--- src/rtl/fht_addr_gen_if.sv ---
// Sequencer-to-datapath bundle for fht_addr_gen: start/busy/done framing plus RAM/ROM strobes and addresses.
// The master side is the address generator; the slave side is the RAM/butterfly consumer.
interface fht_addr_gen_if #(
    parameter int A_BIT = 10
);
    logic               iSTART;
    logic               oBUSY;
    logic               oDONE;
    logic [4:0]         oSTAGE;
    logic               oBANK;
    logic               oRD_EN_12;
    logic [A_BIT-1:0]   oRD_ADDR_1;
    logic [A_BIT-1:0]   oRD_ADDR_2;
    logic [A_BIT-2:0]   oCOEF_ADDR;
    logic               oRD_EN_0;
    logic [A_BIT-1:0]   oRD_ADDR_0;
    logic               oWR_EN;
    logic [A_BIT-1:0]   oWR_ADDR_0;
    logic [A_BIT-1:0]   oWR_ADDR_1;

    modport master (
        input  iSTART,
        output oBUSY, oDONE, oSTAGE, oBANK,
        output oRD_EN_12, oRD_ADDR_1, oRD_ADDR_2, oCOEF_ADDR,
        output oRD_EN_0, oRD_ADDR_0,
        output oWR_EN, oWR_ADDR_0, oWR_ADDR_1
    );

    modport slave (
        output iSTART,
        input  oBUSY, oDONE, oSTAGE, oBANK,
        input  oRD_EN_12, oRD_ADDR_1, oRD_ADDR_2, oCOEF_ADDR,
        input  oRD_EN_0, oRD_ADDR_0,
        input  oWR_EN, oWR_ADDR_0, oWR_ADDR_1
    );
endinterface

--- src/rtl/fht_addr_gen.sv ---
// Radix-2 FHT operand sequencer: one butterfly/cycle, x0 one cycle after x1/x2/coef, write-back 3 cycles after issue;
// no backpressure, stages ping-pong between banks. FHT_BITREV_EN bit-reverses stage-0 reads for natural-order input.
module fht_addr_gen #(
    parameter int A_BIT  = 10,
    parameter int RD_LAT = 1
) (
    input  logic          iCLK,
    input  logic          iRESET,
    fht_addr_gen_if.master bus
);
    localparam int                CW      = A_BIT - 1;
    localparam int                WR_DLY  = RD_LAT + 2;
    localparam logic [A_BIT-1:0]  ONE     = 1;
    localparam logic [A_BIT-2:0]  J_LAST  = '1;
    localparam logic [4:0]        S_LAST  = 5'(A_BIT - 1);
    localparam logic [3:0]        DC_LAST = 4'(WR_DLY - 1);

    typedef enum logic [1:0] {ST_IDLE, ST_RUN, ST_DRAIN, ST_DONE} state_t;

    state_t           state_q, state_d;
    logic [4:0]       s_q, s_d;
    logic [A_BIT-2:0] j_q, j_d;
    logic [3:0]       dc_q, dc_d;

    logic             issue;
    logic [A_BIT-1:0] jx, h, msk, k, g, x0, x1, x2, rx0, rx1, rx2;
    logic [CW-1:0]    coef;

    logic             rd_en_12_q;
    logic [A_BIT-1:0] ra1_q, ra2_q, x0_q, ra0_q, wa0_q, wa1_q;
    logic [CW-1:0]    coef_q;
    logic [WR_DLY-1:0] wv_q;
    logic [A_BIT-1:0] wa0_p_q [WR_DLY];
    logic [A_BIT-1:0] wa1_p_q [WR_DLY];

`ifdef FHT_BITREV_EN
    function automatic logic [A_BIT-1:0] brev(input logic [A_BIT-1:0] a);
        for (int i = 0; i < A_BIT; i++) begin
            brev[i] = a[A_BIT-1-i];
        end
    endfunction
`endif

    always_ff @(posedge iCLK) begin : p_state
        if (!iRESET) begin
            state_q <= ST_IDLE;
            s_q     <= '0;
            j_q     <= '0;
            dc_q    <= '0;
        end else begin
            state_q <= state_d;
            s_q     <= s_d;
            j_q     <= j_d;
            dc_q    <= dc_d;
        end
    end

    always_comb begin : p_next
        state_d = state_q;
        s_d     = s_q;
        j_d     = j_q;
        dc_d    = dc_q;
        case (state_q)
            ST_IDLE: begin
                if (bus.iSTART) begin
                    state_d = ST_RUN;
                    s_d     = '0;
                    j_d     = '0;
                end
            end
            ST_RUN: begin
                if (j_q == J_LAST) begin
                    state_d = ST_DRAIN;
                    dc_d    = '0;
                end else begin
                    j_d = j_q + 1'b1;
                end
            end
            ST_DRAIN: begin
                // Hold off the next stage until every write of this one has landed.
                if (dc_q == DC_LAST) begin
                    if (s_q == S_LAST) begin
                        state_d = ST_DONE;
                    end else begin
                        state_d = ST_RUN;
                        s_d     = s_q + 5'd1;
                        j_d     = '0;
                    end
                end else begin
                    dc_d = dc_q + 4'd1;
                end
            end
            default: begin
                state_d = ST_IDLE;
                s_d     = '0;
                j_d     = '0;
            end
        endcase
    end

    always_comb begin : p_out
        bus.oBUSY = (state_q == ST_RUN) || (state_q == ST_DRAIN);
        bus.oDONE = (state_q == ST_DONE);
        issue     = (state_d == ST_RUN);
        // Addresses are derived from next-state so the registered outputs line up with the RUN cycle.
        jx   = {1'b0, j_d};
        h    = ONE << s_d;
        msk  = h - ONE;
        k    = jx & msk;
        g    = (jx >> s_d) << (s_d + 5'd1);
        x0   = g + k;
        x1   = x0 + h;
        x2   = g + h + ((h - k) & msk);
        coef = CW'(k << (S_LAST - s_d));
        rx0  = x0;
        rx1  = x1;
        rx2  = x2;
`ifdef FHT_BITREV_EN
        if (s_d == 5'd0) begin
            rx0 = brev(x0);
            rx1 = brev(x1);
            rx2 = brev(x2);
        end
`endif
    end

    always_ff @(posedge iCLK) begin : p_dp
        if (!iRESET) begin
            rd_en_12_q <= 1'b0;
            ra1_q      <= '0;
            ra2_q      <= '0;
            coef_q     <= '0;
            x0_q       <= '0;
            ra0_q      <= '0;
            wa0_q      <= '0;
            wa1_q      <= '0;
            wv_q       <= '0;
            for (int i = 0; i < WR_DLY; i++) begin
                wa0_p_q[i] <= '0;
                wa1_p_q[i] <= '0;
            end
        end else begin
            rd_en_12_q <= issue;
            if (issue) begin
                ra1_q  <= rx1;
                ra2_q  <= rx2;
                coef_q <= coef;
                x0_q   <= rx0;
                wa0_q  <= x0;
                wa1_q  <= x1;
            end
            ra0_q      <= x0_q;
            wv_q       <= {wv_q[WR_DLY-2:0], rd_en_12_q};
            wa0_p_q[0] <= wa0_q;
            wa1_p_q[0] <= wa1_q;
            for (int i = 1; i < WR_DLY; i++) begin
                wa0_p_q[i] <= wa0_p_q[i-1];
                wa1_p_q[i] <= wa1_p_q[i-1];
            end
        end
    end

    assign bus.oSTAGE     = s_q;
    assign bus.oBANK      = s_q[0];
    assign bus.oRD_EN_12  = rd_en_12_q;
    assign bus.oRD_ADDR_1 = ra1_q;
    assign bus.oRD_ADDR_2 = ra2_q;
    assign bus.oCOEF_ADDR = coef_q;
    assign bus.oRD_EN_0   = wv_q[0];
    assign bus.oRD_ADDR_0 = ra0_q;
    assign bus.oWR_EN     = wv_q[WR_DLY-1];
    assign bus.oWR_ADDR_0 = wa0_p_q[WR_DLY-1];
    assign bus.oWR_ADDR_1 = wa1_p_q[WR_DLY-1];
endmodule
--- src/flat_wrapper.sv ---
// flat-port wrapper written by rule: the top's interface ports become plain ports
module fht_addr_gen_flat 
#(
    parameter int A_BIT  = 10,
    parameter int RD_LAT = 1
)
  (iCLK, iRESET, bus_iSTART, bus_oBUSY, bus_oDONE, bus_oSTAGE, bus_oBANK, bus_oRD_EN_12, bus_oRD_ADDR_1, bus_oRD_ADDR_2, bus_oCOEF_ADDR, bus_oRD_EN_0, bus_oRD_ADDR_0, bus_oWR_EN, bus_oWR_ADDR_0, bus_oWR_ADDR_1);
  fht_addr_gen_if #(.A_BIT(A_BIT)) bus_i ();
  input  logic iCLK;
  input  logic iRESET;
  input wire logic [$bits(bus_i.iSTART)-1:0] bus_iSTART;
  output wire logic [$bits(bus_i.oBUSY)-1:0] bus_oBUSY;
  output wire logic [$bits(bus_i.oDONE)-1:0] bus_oDONE;
  output wire logic [$bits(bus_i.oSTAGE)-1:0] bus_oSTAGE;
  output wire logic [$bits(bus_i.oBANK)-1:0] bus_oBANK;
  output wire logic [$bits(bus_i.oRD_EN_12)-1:0] bus_oRD_EN_12;
  output wire logic [$bits(bus_i.oRD_ADDR_1)-1:0] bus_oRD_ADDR_1;
  output wire logic [$bits(bus_i.oRD_ADDR_2)-1:0] bus_oRD_ADDR_2;
  output wire logic [$bits(bus_i.oCOEF_ADDR)-1:0] bus_oCOEF_ADDR;
  output wire logic [$bits(bus_i.oRD_EN_0)-1:0] bus_oRD_EN_0;
  output wire logic [$bits(bus_i.oRD_ADDR_0)-1:0] bus_oRD_ADDR_0;
  output wire logic [$bits(bus_i.oWR_EN)-1:0] bus_oWR_EN;
  output wire logic [$bits(bus_i.oWR_ADDR_0)-1:0] bus_oWR_ADDR_0;
  output wire logic [$bits(bus_i.oWR_ADDR_1)-1:0] bus_oWR_ADDR_1;
  assign bus_i.iSTART = bus_iSTART;
  assign bus_oBUSY = bus_i.oBUSY;
  assign bus_oDONE = bus_i.oDONE;
  assign bus_oSTAGE = bus_i.oSTAGE;
  assign bus_oBANK = bus_i.oBANK;
  assign bus_oRD_EN_12 = bus_i.oRD_EN_12;
  assign bus_oRD_ADDR_1 = bus_i.oRD_ADDR_1;
  assign bus_oRD_ADDR_2 = bus_i.oRD_ADDR_2;
  assign bus_oCOEF_ADDR = bus_i.oCOEF_ADDR;
  assign bus_oRD_EN_0 = bus_i.oRD_EN_0;
  assign bus_oRD_ADDR_0 = bus_i.oRD_ADDR_0;
  assign bus_oWR_EN = bus_i.oWR_EN;
  assign bus_oWR_ADDR_0 = bus_i.oWR_ADDR_0;
  assign bus_oWR_ADDR_1 = bus_i.oWR_ADDR_1;
  fht_addr_gen #(.A_BIT(A_BIT), .RD_LAT(RD_LAT)) u_core (.iCLK(iCLK), .iRESET(iRESET), .bus(bus_i));
endmodule
--- config.mk ---
export PLATFORM = sky130hd
export DESIGN_NAME = fht_addr_gen_flat
export DESIGN_NICKNAME = d
export VERILOG_FILES = /design/src/rtl/fht_addr_gen_if.sv /design/src/rtl/fht_addr_gen.sv /design/src/flat_wrapper.sv
export SDC_FILE = /design/constraint.sdc
export NUM_CORES = 1
export LEC_CHECK = 0
export ABC_AREA = 1
export CORE_MARGIN = 2
export CORE_UTILIZATION = 50
export CTS_CLUSTER_DIAMETER = 40
export DETAILED_ROUTE_END_ITERATION = 8
export GPL_ROUTABILITY_DRIVEN = 0
export PLACE_DENSITY = 0.77
export SYNTH_ARGS = -nofsm -noshare
export SYNTH_HDL_FRONTEND = slang
export SYNTH_SLANG_ARGS = --single-unit
export TNS_END_PERCENT = 10
--- constraint.sdc ---
create_clock -name iCLK -period 6.8 [get_ports iCLK]
set_input_delay 2.04 -clock iCLK [delete_from_list [all_inputs] [get_ports iCLK]]
set_output_delay 2.04 -clock iCLK [all_outputs]
set_load 0.01 [all_outputs]
==> results of run 1 <==
==> logic make-up (layout without fill, tap and decap cells) <==
| group | after synthesis | after routing | synth area share |
|---|---|---|---|
| mux | 1 | 1 | 0.00127 |
| simple gates | 518 | 518 | 0.295 |
| xor+xnor | 29 | 29 | 0.0322 |
| flops | 123 | 123 | 0.312 |
| fa+ha+maj | 57 | 57 | 0.103 |
| buf+inv | 262 | 437 | 0.142 |
| compound gates | 152 | 152 | 0.114 |
==> metal layers <==
layer  part of all wire  vias to the layer above  track usage
met4              0.018                        0       0.0759
met1               0.43                     3563        0.339
met5                  0                        -            0
met2               0.47                      349        0.410
met3              0.082                       38       0.0491
li1                   -                     3873            -
==> path summary, 6_finish.rpt <==
kind	startpoint	to	slack, ns
setup / recovery	bus_iSTART	u_core.wa1_q[9]	0.23
hold / removal	u_core.wa0_p_q[0][17]	u_core.wa0_p_q[0][27]	0.41
setup reg to reg	u_core.dc_q[0]	u_core.wa1_q[9]	1.38
hold reg to reg	u_core.wa0_p_q[0][17]	u_core.wa0_p_q[0][27]	0.41
==> synth_stat cells, drive strengths merged (2+ instances only) <==
| master | n |
|---|---|
| nand2 | 310 |
| inv | 199 |
| dfxtp | 123 |
| nor2 | 102 |
| nand3 | 83 |
| a21oi | 65 |
| o21ai | 55 |
| ha | 44 |
| buf | 43 |
| xor2 | 18 |
| clkbuf | 17 |
| nand4 | 14 |
| fa | 13 |
| xnor2 | 11 |
| o22a | 8 |
| nor3 | 5 |
| o211ai | 5 |
| o21bai | 4 |
| a31oi | 3 |
| clkinv | 3 |
| o22ai | 3 |
| or2 | 2 |
==> sequential cells by signal, indices dropped and copies added (netlist names) <==
signal                 cells
u_core.wa1_p_q            30
u_core.wa0_p_q            21
u_core.bus.oRD_ADDR_2     10
u_core.wa0_q              10
u_core.wa1_q              10
u_core.bus.oCOEF_ADDR      9
u_core.bus.oRD_ADDR_0      9
u_core.j_q                 9
u_core.bus.oSTAGE          5
u_core.dc_q                4
u_core.wv_q                3
u_core.state_q             2
u_core.bus.oRD_EN_12       1
==> report_power, final <==
part / total [mW] / switching (mW) / leakage (nW) / internal [mW]
sequential: 0.781 / 0.0190 / 1.00 / 0.762
clock: 0.895 / 0.348 / 0.283 / 0.547
combinational: 0.190 / 0.109 / 4.11 / 0.0809
==> area by class of cell <==
| class | instances | area share |
|---|---|---|
| sequential | 123 | 0.239 |
| multi-input combinational | 757 | 0.438 |
| tap | 211 | 0.0257 |
| timing repair buffer | 203 | 0.166 |
| inverter | 202 | 0.0742 |
| clock inverter | 14 | 0.0154 |
| clock buffer | 18 | 0.0417 |
==> layout by cell type (no fill, tap or decap), types with 5 or more instances in the layout <==
cell type	n
dfxtp_1	123
xnor2_1	9
ha_1	40
o21ai_0	35
inv_2	32
nor2_4	10
nand3_1	77
o21ai_1	13
nor2_1	79
clkdlybuf4s50_1	71
xor2_1	15
nand2_1	285
nand4_1	13
o211ai_1	5
nand2_4	8
nor2_2	13
nand3_2	5
o21ai_2	6
fa_1	11
nand2_2	16
inv_6	6
buf_4	130
clkbuf_16	17
a21oi_2	10
inv_1	167
o22a_1	8
a21oi_1	54
==> through the flow <==
step	TNS [ns]	cell area [sq um]	setup WS [ns]
global placement	-0.498	9480	-0.246
floorplan	0	7900	0.0175
detailed placement	-0.883	9480	-0.373
finish	0	10300	0.231
CTS	0	10100	0.0416
global route	-0.193	10300	-0.123
==> what timing repair did <==
| action | in CTS | in global routing |
|---|---|---|
| setup endpoints to repair | 0 | 6 |
| gates resized for setup | 0 | 52 |
| setup buffers | 0 | 3 |
==> critical path: cells and delay by family <==
| kind | cells | cell delay (ns) |
|---|---|---|
| simple gates | 18 | 1.66 |
| compound gates | 8 | 1.14 |
| buf+inv | 6 | 1.01 |
| fa+ha+maj | 2 | 0.70 |
| xor+xnor | 2 | 0.33 |
==> summary.md, run 1 <==
| Metric | Value |
|---|---|
| Outcome | `finished, final reports clean` |
| Count of inserted antenna diode cells | `0` |
| Startpoint-to-endpoint class of the critical path | `input port to register` |
| Ranking of synthesized cells by area | `dfxtp_1, nand2_1, inv_1` |
| Worst hold slack after final layout | `~0.41 ns` |
| Die Height | `about 130 um` |
| Req. time, crit path | `between 7 and 8 ns` |
| Relative slew slack | `0.177` |
| CTS tree | `yes` |
| Sink Count | `around 120` |
| Layout cell share with drive strength beyond 1 | `0.216` |
| Total count of hold-check failures in the final report | `0` |
| Critical Path Start Type | `input port` |
| Worst IR drop on VDD | `0.158 mV` |
| Antenna Violating Nets Remaining | `0` |
| Antenna violations before repair | `0` |
| Static leakage | `between 5 and 6 nW` |
| Crit path largest cell delay | `about 0.47 ns` |
| Power Density | `181 nW/um^2` |
| Most frequently used flop master after synthesis | `dfxtp_1` |
| Final core utilization | `0.672` |
| Net Count, Synth | `1,202` |
| Slew @ Worst Pin | `about 1.2 ns` |
| Maximum fanout along the worst path | `9` |
| CP Data Arrival Time | `6.89 ns` |
| Element type at the critical path end | `register` |
| Fraction of synthesized cell area taken by the top area cell type | `0.312` |
| Starting utilization of the core area | `0.515` |
| Max-capacitance violation count | `0` |
| Combined global-route utilization of all metal layers | `0.252` |
| YS warnings | `0` |
| Area taken by multi-input logic gates | `around 4500 sq um` |
| Total of flip-flops plus latches after synthesis | `123` |
| Core area | `approximately 15,000 sq um` |
| Worst hold-check path type | `register to register` |
| Area added between synthesis and finish | `30.3%` |
| FILL cells | `~1,300` |
| Total half-perimeter wirelength after legalization and detailed placement | `~16,000 um` |
| Skew-Pair Late Insertion Delay | `0.42 ns` |
| Max Fclk | `between 150 and 200 MHz` |
| Crit path time final | `~6.6 ns` |
| CTS Buf Count | `17` |
| Total power of the final layout | `1.87 mW` |
| Post-CTS clock slew at the launch and capture registers of the worst setup and hold paths | `~0.060 ns` |
| Number of enable flip-flop cells after synthesis | `0` |
| Max stage delay cell, worst path | `clkdlybuf4s50_1` |
| Standard-cell rows | `45` |
| Final slew viol count | `0` |
| I/O Pins | `73` |
| Die span in x | `130 um` |
| Overall die area | `about 17,000 sq um` |
| # nets final | `1,364` |
| Wire length of the first global-routing pass | `~34,000 um` |
| Avg Synthesized Cell Area | `~7 sq um` |
| Total area of sequential cells | `2460 sq um` |
| Post-route non-filler standard cell count | `1,528` |
| Dominant cell type by count on the critical path | `nand2_1` |
| Congestion Overflow GR | `0` |
| Final routed DRC violation total | `0` |
| Fraction of registers with async set/reset | `0` |
| Distinct cells, synth | `54` |
| CTS Buffer Depth | `2` |
| Clock tree root driver cell | `clkbuf_16` |
| Worst clock skew | `about 0.010 ns` |
| Detailed-router iteration count before antenna repair | `6` |
| Hold Path Depth | `2` |
| Routed WL per cell | `between 10 and 15 um` |
| Drt via density | `a little over 5` |
| Portion of the post-synthesis area used by sequential elements | `0.312` |
| Total of buffers placed on input and output ports | `just over 70` |
| Share of the clock period used by the worst path after layout | `0.966` |
| Maximum level of the CTS H-tree | `4` |
| Cell depth of the worst flop-to-flop path | `39` |
| Via count of the first global-routing pass | `about 7,100` |
| Starting DRC count in detailed routing | `775` |
| Post-Synthesis Cell Area | `7890 sq um` |
| Cell count after synthesis | `roughly 1,100` |
| Wire length reported by the detailed router | `approximately 21,000 um` |
| Number of instances in the placed design | `~1,500` |
| Hold buffer count at CTS | `0` |
| Via count | `7,823` |
| Pin count of the biggest net entering global routing | `between 70 and 80` |
| Cell taking the most area after synthesis | `dfxtp_1` |
| Total setup violations reported at the end of the flow | `0` |
(Power assumes the default switching activity.)
==> run 2: changes to the inputs <==
- RECOVER_POWER: unset -> 50
==> run 2 against run 1 <==
- cell count stayed put
- first-iteration DRC count shrank 0.90%
- maximum frequency increased by 0.35%
- flip-flop and latch count is the same
- clock power is essentially flat
- count of clock-buffer cells in the layout unchanged
- sequential share of layout area hardly changed
- clock skew hardly changed
- worst hold slack about the same
- combinational power about the same
- worst setup slack improved by 0.023 ns
- critical endpoint unchanged
==> summary.md, run 2 (same netlist as run 1, synthesis figures left out) <==
| Metric | Value |
|---|---|
| Outcome | `finished, final reports clean` |
| Element type at the critical path end | `register` |
| Final slew viol count | `0 (unchanged)` |
| Worst hold slack after final layout | `0.410 ns (+0.0000920 ns)` |
| Drt via density | `5.12 (about the same)` |
| Worst clock skew | `0.0105 ns (+0.00000710 ns)` |
| Number of flip-flops in the largest register | `30 (unchanged)` |
| Critical Path Start Type | `input port` |
| Wire length reported by the detailed router | `21,000 um (about the same)` |
| Antenna Violating Nets Remaining | `0 (unchanged)` |
| Share of the clock period used by the worst path after layout | `0.963 (-0.00333)` |
| Max stage delay cell, worst path | `clkdlybuf4s50_1` |
| Max-capacitance violation count | `0 (unchanged)` |
| Count of cell instances traversed by the critical path | `36 (unchanged)` |
| Via count of the first global-routing pass | `7,143 (unchanged)` |
| Req. time, crit path | `7.12 ns (about the same)` |
| Total of buffers placed on input and output ports | `72 (unchanged)` |
| Dominant cell type by count on the critical path | `nand2_1` |
| Startpoint-to-endpoint class of the critical path | `input port to register` |
| Final routed DRC violation total | `0 (unchanged)` |
| Slew @ Worst Pin | `1.25 ns (+0.0168 ns)` |
| CTS tree | `yes` |
| Cell depth of the worst flop-to-flop path | `39 (unchanged)` |
| Worst Path Buf+Inv | `6 (unchanged)` |
| Congestion Overflow GR | `0 (unchanged)` |
| Worst hold-check path type | `register to register` |
| Relative slew slack | `0.166 (-0.0112)` |
| Total half-perimeter wirelength after legalization and detailed placement | `15,600 um (unchanged)` |
| Maximum level of the CTS H-tree | `4 (unchanged)` |
| Crit path largest cell delay | `0.47 ns (about the same)` |
| CTS Buffer Depth | `2 (unchanged)` |
| Layout cell share with drive strength beyond 1 | `0.215 (-0.00152)` |
| Via count | `7,817 (-0.077%)` |
| Combined global-route utilization of all metal layers | `0.252 (unchanged)` |
| Maximum fanout along the worst path | `9 (unchanged)` |
| Crit path time final | `6.55 ns (-0.0227 ns)` |
| Sink Count | `123 (unchanged)` |
| Hold Path Depth | `2 (unchanged)` |
| Pin count of the biggest net entering global routing | `77 (unchanged)` |
| Total count of hold-check failures in the final report | `0 (unchanged)` |
| Standard-cell rows | `45 (unchanged)` |
| # nets final | `1,364 (unchanged)` |
| Top flop regs | `u_core.wa1_p_q x30, u_core.wa0_p_q x21` |
| Detailed-router iteration count before antenna repair | `7 (+1)` |
| Commonest non-fill, non-tap cells in the layout | `nand2_1, inv_1, buf_4, dfxtp_1, nor2_1` |
| Hold buffer count at CTS | `0 (unchanged)` |
| Core area | `15,300 sq um (unchanged)` |
| Clock tree root driver cell | `clkbuf_16` |
| Count of inserted antenna diode cells | `0 (unchanged)` |
| Wire length of the first global-routing pass | `33,500 um (unchanged)` |
| Static leakage | `5.39 nW (about the same)` |
| Skew-Pair Late Insertion Delay | `0.42 ns (about the same)` |
| Max Fclk | `153 MHz (+0.35%)` |
| Die span in x | `130 um (unchanged)` |
| Overall die area | `16,800 sq um (unchanged)` |
| CTS Buf Count | `17 (unchanged)` |
| Total setup violations reported at the end of the flow | `0 (unchanged)` |
| Die Height | `130 um (unchanged)` |
| Post-CTS clock slew at the launch and capture registers of the worst setup and hold paths | `0.06 ns (about the same)` |
| Starting utilization of the core area | `0.515 (unchanged)` |
| Total Negative Setup Slacks | `0 ns (unchanged)` |
| I/O Pins | `73 (unchanged)` |
| Area added between synthesis and finish | `30.3% (about the same)` |
| Antenna violations before repair | `0 (unchanged)` |
| Worst IR drop on VDD | `0.158 mV (about the same)` |
| Leading cell type in the layout, fill and taps excluded | `nand2_1` |
| Register bank with the most flops | `u_core.wa1_p_q` |
| Power Density | `181 nW/um^2 (about the same)` |
| CP Data Arrival Time | `6.87 ns (-0.02 ns)` |
| Starting DRC count in detailed routing | `768 (-0.90%)` |
| Top Family by Delay on Critical Path | `simple AND/OR/NAND/NOR gates` |
| Routed WL per cell | `13.8 um (about the same)` |
==> run 2: changes by cell type in the layout (fill, tap and decap cells not counted) <==
| cell | before | now |
|---|---|---|
| nor2_1 | 79 | 80 |
| buf_2 | 1 | 0 |
| clkbuf_1 | 1 | 2 |
| nor2_2 | 13 | 12 |
==> run 2: layout make-up <==
class                   instances  area (sq um)
fillers                      1255          5030
multi-input cells             757          4500
flip-flops and latches        123          2460
repair buffers                203          1700
inverters                     202           763
clock buffers                  18           429
well taps                     211           264
clock inverters                14           159
==> run 2: path summary, 6_finish.rpt <==
check,slack (ns),to,startpoint
worst min-delay path,0.41,u_core.wv_q[2],u_core.wv_q[1]
worst max-delay path,0.25,u_core.wa1_q[9],bus_iSTART
worst max register to register,1.41,u_core.wa1_q[9],u_core.dc_q[0]
worst min register to register,0.41,u_core.wv_q[2],u_core.wv_q[1]
==> run 2: layer usage <==
layer  vias to the layer above  GRT usage  wire, um
met2                       350      0.410      9810
met5                         -          0         0
met3                        42     0.0491      1720
met1                      3554      0.339      9070
li1                       3871          -         -
met4                         0     0.0759       417
==> run 2: worst min-delay path, delay by kind of cell (launching register included) <==
kind	cells	cell delay (ns)
flops	1	0.30
buf+inv	1	0.04
simple gates	1	0.04
==> run 2: per-stage QoR <==
stage / power (mW) / setup slack [ns] / util / std cells / area, sq um
finish: 1.87 / 0.253 / 0.671 / 1528 / 10300
global route: 1.93 / -0.123 / 0.671 / 1528 / 10300
CTS: 1.87 / 0.0416 / 0.657 / 1525 / 10100
detailed placement: 0.975 / -0.373 / 0.619 / 1493 / 9480
global placement: 0.969 / -0.246 / 0.619 / 1493 / 9480
floorplan: 0.902 / 0.0175 / - / 1142 / 7900
==> run 2: report_power, final <==
group / switching, mW / leakage [nW] / total [mW] / internal [mW]
Combinational: 0.109 / 4.11 / 0.190 / 0.0808
Clock: 0.348 / 0.283 / 0.895 / 0.547
Sequential: 0.0190 / 1.00 / 0.781 / 0.762
==> run 2: timing repair <==
action	in CTS	in global routing
gates resized for setup	0	52
endpoints found under the setup margin	0	6
setup buffers	0	3
==> run 3: changes to the inputs <==
- CORE_UTILIZATION: 50 -> 53
- GPL_ROUTABILITY_DRIVEN: 0 -> unset
- PLACE_DENSITY: 0.77 -> 0.78
==> run 3 against run 2 <==
- the run now ends with max-capacitance violations, max-slew violations left
- count of clock-buffer cells in the layout rose by 1
- die area fell by 5.5%
- cell count shrank 0.79%
- combinational power hardly changed
- cell area is 1.5% higher
- worst hold slack got worse by 0.0068 ns
- first-iteration DRC count down 15%
- register-to-register slack worse by 0.20 ns
- highest routed layer unchanged
==> summary.md, run 3 (same netlist as run 1, synthesis figures left out) <==
| Metric | Value |
|---|---|
| Top flop regs | `u_core.wa1_p_q x30, u_core.wa0_p_q x21` |
| Die Height | `126 um (-2.8%)` |
| Core area | `14,500 sq um (-5.1%)` |
| Setup crit start | `bus_iSTART` |
| Sink Count | `123 (unchanged)` |
| Detailed-routing wirelength on met1 | `9920 um (+9.4%)` |
| Total of buffers placed on input and output ports | `72 (unchanged)` |
| Final core utilization | `0.718 (+0.0467)` |
| Element type at the critical path end | `register` |
| Pin count of the biggest net entering global routing | `77 (unchanged)` |
| Highest routing layer actually used | `met4` |
| Post-CTS clock slew at the launch and capture registers of the worst setup and hold paths | `0.06 ns (about the same)` |
| Critical Path Start Type | `input port` |
| Overall die area | `15,900 sq um (-5.5%)` |
| Drt via density | `5.19 (+1.4%)` |
| Worst IR drop on VDD | `0.188 mV (+19%)` |
| Maximum fanout along the worst path | `4 (-5)` |
| Max stage delay cell, worst path | `clkdlybuf4s50_1` |
| Via count | `7,866 (+0.63%)` |
| Area taken by multi-input logic gates | `4540 sq um (+0.81%)` |
| CP Data Arrival Time | `7.08 ns (+0.21 ns)` |
| Max-capacitance violation count | `1 (+1)` |
| Total half-perimeter wirelength after legalization and detailed placement | `16,500 um (+6.2%)` |
| Crit path largest cell delay | `0.47 ns (about the same)` |
| Number of flip-flops in the largest register | `30 (unchanged)` |
| Global placer's final weighted congestion | `1.00` |
| Detailed-router iteration count before antenna repair | `6 (-1)` |
| Static leakage | `5.51 nW (+2.2%)` |
| Die span in x | `126 um (-2.8%)` |
| Final routed DRC violation total | `0 (unchanged)` |
| Req. time, crit path | `7.13 ns (about the same)` |
| CTS Buffer Depth | `2 (unchanged)` |
| Congestion Overflow GR | `0 (unchanged)` |
| Crit path time final | `6.75 ns (+0.204 ns)` |
| Startpoint of the worst register-to-register path | `u_core.bus.oSTAGE[1]` |
| I/O Pins | `73 (unchanged)` |
| Worst clock skew | `0.0119 ns (+0.00139 ns)` |
| CTS tree | `yes` |
| Hold Startpoint | `u_core.wa1_p_q[0][19]` |
| Share of the clock period used by the worst path after layout | `0.993 (+0.0300)` |
| Via count of the first global-routing pass | `7,452 (+4.3%)` |
| Final slew viol count | `77 (+77)` |
| FILL cells | `1,115 (-11%)` |
| Startpoint-to-endpoint class of the critical path | `input port to register` |
| Clock tree root driver cell | `clkbuf_16` |
| Relative slew slack | `-0.927 (-1.09)` |
| Starting DRC count in detailed routing | `656 (-15%)` |
| Routed WL per cell | `14.7 um (+7.1%)` |
| Wire length reported by the detailed router | `22,300 um (+6.3%)` |
| Met2 wire len | `10,400 um (+6.4%)` |
| Combined global-route utilization of all metal layers | `0.282 (+0.0303)` |
| Worst hold-check path type | `register to register` |
| Maximum level of the CTS H-tree | `4 (unchanged)` |
| Unrepaired setup endpoints after global routing | `yes` |
| CTS Buf Count | `17 (unchanged)` |
| Commonest non-fill, non-tap cells in the layout | `nand2_1, inv_1, buf_4, dfxtp_1, nor2_1` |
| Count of inserted antenna diode cells | `0 (unchanged)` |
| Total count of hold-check failures in the final report | `0 (unchanged)` |
| Register bank with the most flops | `u_core.wa1_p_q` |
| Met3 routed wirelength | `1550 um (-9.9%)` |
| Wire length of the first global-routing pass | `36,000 um (+7.5%)` |
| Power Density | `179 nW/um^2 (-1.4%)` |
| Violations in the final reports | `max-capacitance violations, max-slew violations` |
| # nets final | `1,380 (+1.2%)` |
| Total power of the final layout | `1.87 mW (about the same)` |
| Total setup violations reported at the end of the flow | `0 (unchanged)` |
| Antenna violations before repair | `0 (unchanged)` |
| Max Fclk | `148 MHz (-3.0%)` |
| Dominant cell type by count on the critical path | `nand2_1` |
| Skew-Pair Late Insertion Delay | `0.42 ns (about the same)` |
| Area added between synthesis and finish | `32.2%` |
| Total area of sequential cells | `2460 sq um (unchanged)` |
| Leading cell type in the layout, fill and taps excluded | `nand2_1` |
| Starting utilization of the core area | `0.543 (+0.0277)` |
| Hold buffer count at CTS | `0 (unchanged)` |
| Layout cell share with drive strength beyond 1 | `0.227 (+0.0118)` |
| Outcome | `finished, violations left` |
| Slew @ Worst Pin | `2.89 ns (+1.64 ns)` |
| Standard-cell rows | `44 (-2.2%)` |
| Antenna Violating Nets Remaining | `0 (unchanged)` |
[run 3: cell types whose count changed in the layout (fill, tap and decap cells not counted), moves of 4 or more]
| cell | before | now |
|---|---|---|
| buf_4 | 130 | 142 |
| inv_6 | 6 | 2 |
| ha_4 | 3 | 7 |
| clkdlybuf4s50_1 | 71 | 58 |
| dlygate4sd3_1 | 0 | 13 |
[run 3: worst paths after layout]
path | to | cells after the start | slack (ns)
worst min-delay path | u_core.wa1_p_q[0][29] | 2 | 0.40
worst max-delay path | u_core.wa1_q[9] | 37 | 0.05
worst max register to register | u_core.wa1_q[9] | 41 | 1.21
worst min register to register | u_core.wa1_p_q[0][29] | 2 | 0.40
[run 3: critical path: cells and delay by family]
kind                     cells  cell delay, ns
AND/OR/NAND/NOR             22            2.14
buffers and inverters        6            0.99
adder cells (fa/ha/maj)      3            0.92
AO/OA/AOI/OAI                4            0.55
XOR/XNOR                     2            0.42
[run 3: repair_timing]
action | CTS | global route
resized for setup | 0 | 58
setup endpoints to repair | 0 | 8
setup buffers | 0 | 5
[run 3: area by class of cell]
| class | instances | area share |
|---|---|---|
| repair buffers | 219 | 0.178 |
| inverters | 202 | 0.0731 |
| clock inverters | 12 | 0.0137 |
| flip-flops and latches | 123 | 0.236 |
| multi-input cells | 757 | 0.435 |
| clock buffers | 19 | 0.0424 |
| well taps | 184 | 0.0221 |
[run 3: power breakdown]
| part | switching (mW) | leakage [nW] | internal [mW] |
|---|---|---|---|
| combinational | 0.111 | 4.24 | 0.0823 |
| clock | 0.342 | 0.272 | 0.550 |
| sequential | 0.0185 | 1.00 | 0.762 |
| total | 0.472 | 5.51 | 1.39 |
[run 3: through the flow]
step	setup slack, ns	hold slack (ns)	TNS [ns]	cells	area (sq um)
after floorplan	0.0175	0.390	0	1142	7900
after global placement	-0.236	0.392	-0.512	1480	9590
after detailed placement	-0.404	0.398	-1.04	1480	9590
after CTS	0.0254	0.411	0	1511	10200
after global routing	-0.191	0.420	-0.246	1516	10400
final	0.0493	0.403	0	1516	10400
[run 3: metal layers]
layer / track usage / vias to the layer above
met3: 0.0590 / 29
met1: 0.379 / 3648
li1: - / 3910
met4: 0.0834 / 0
met5: 0 / -
met2: 0.459 / 279
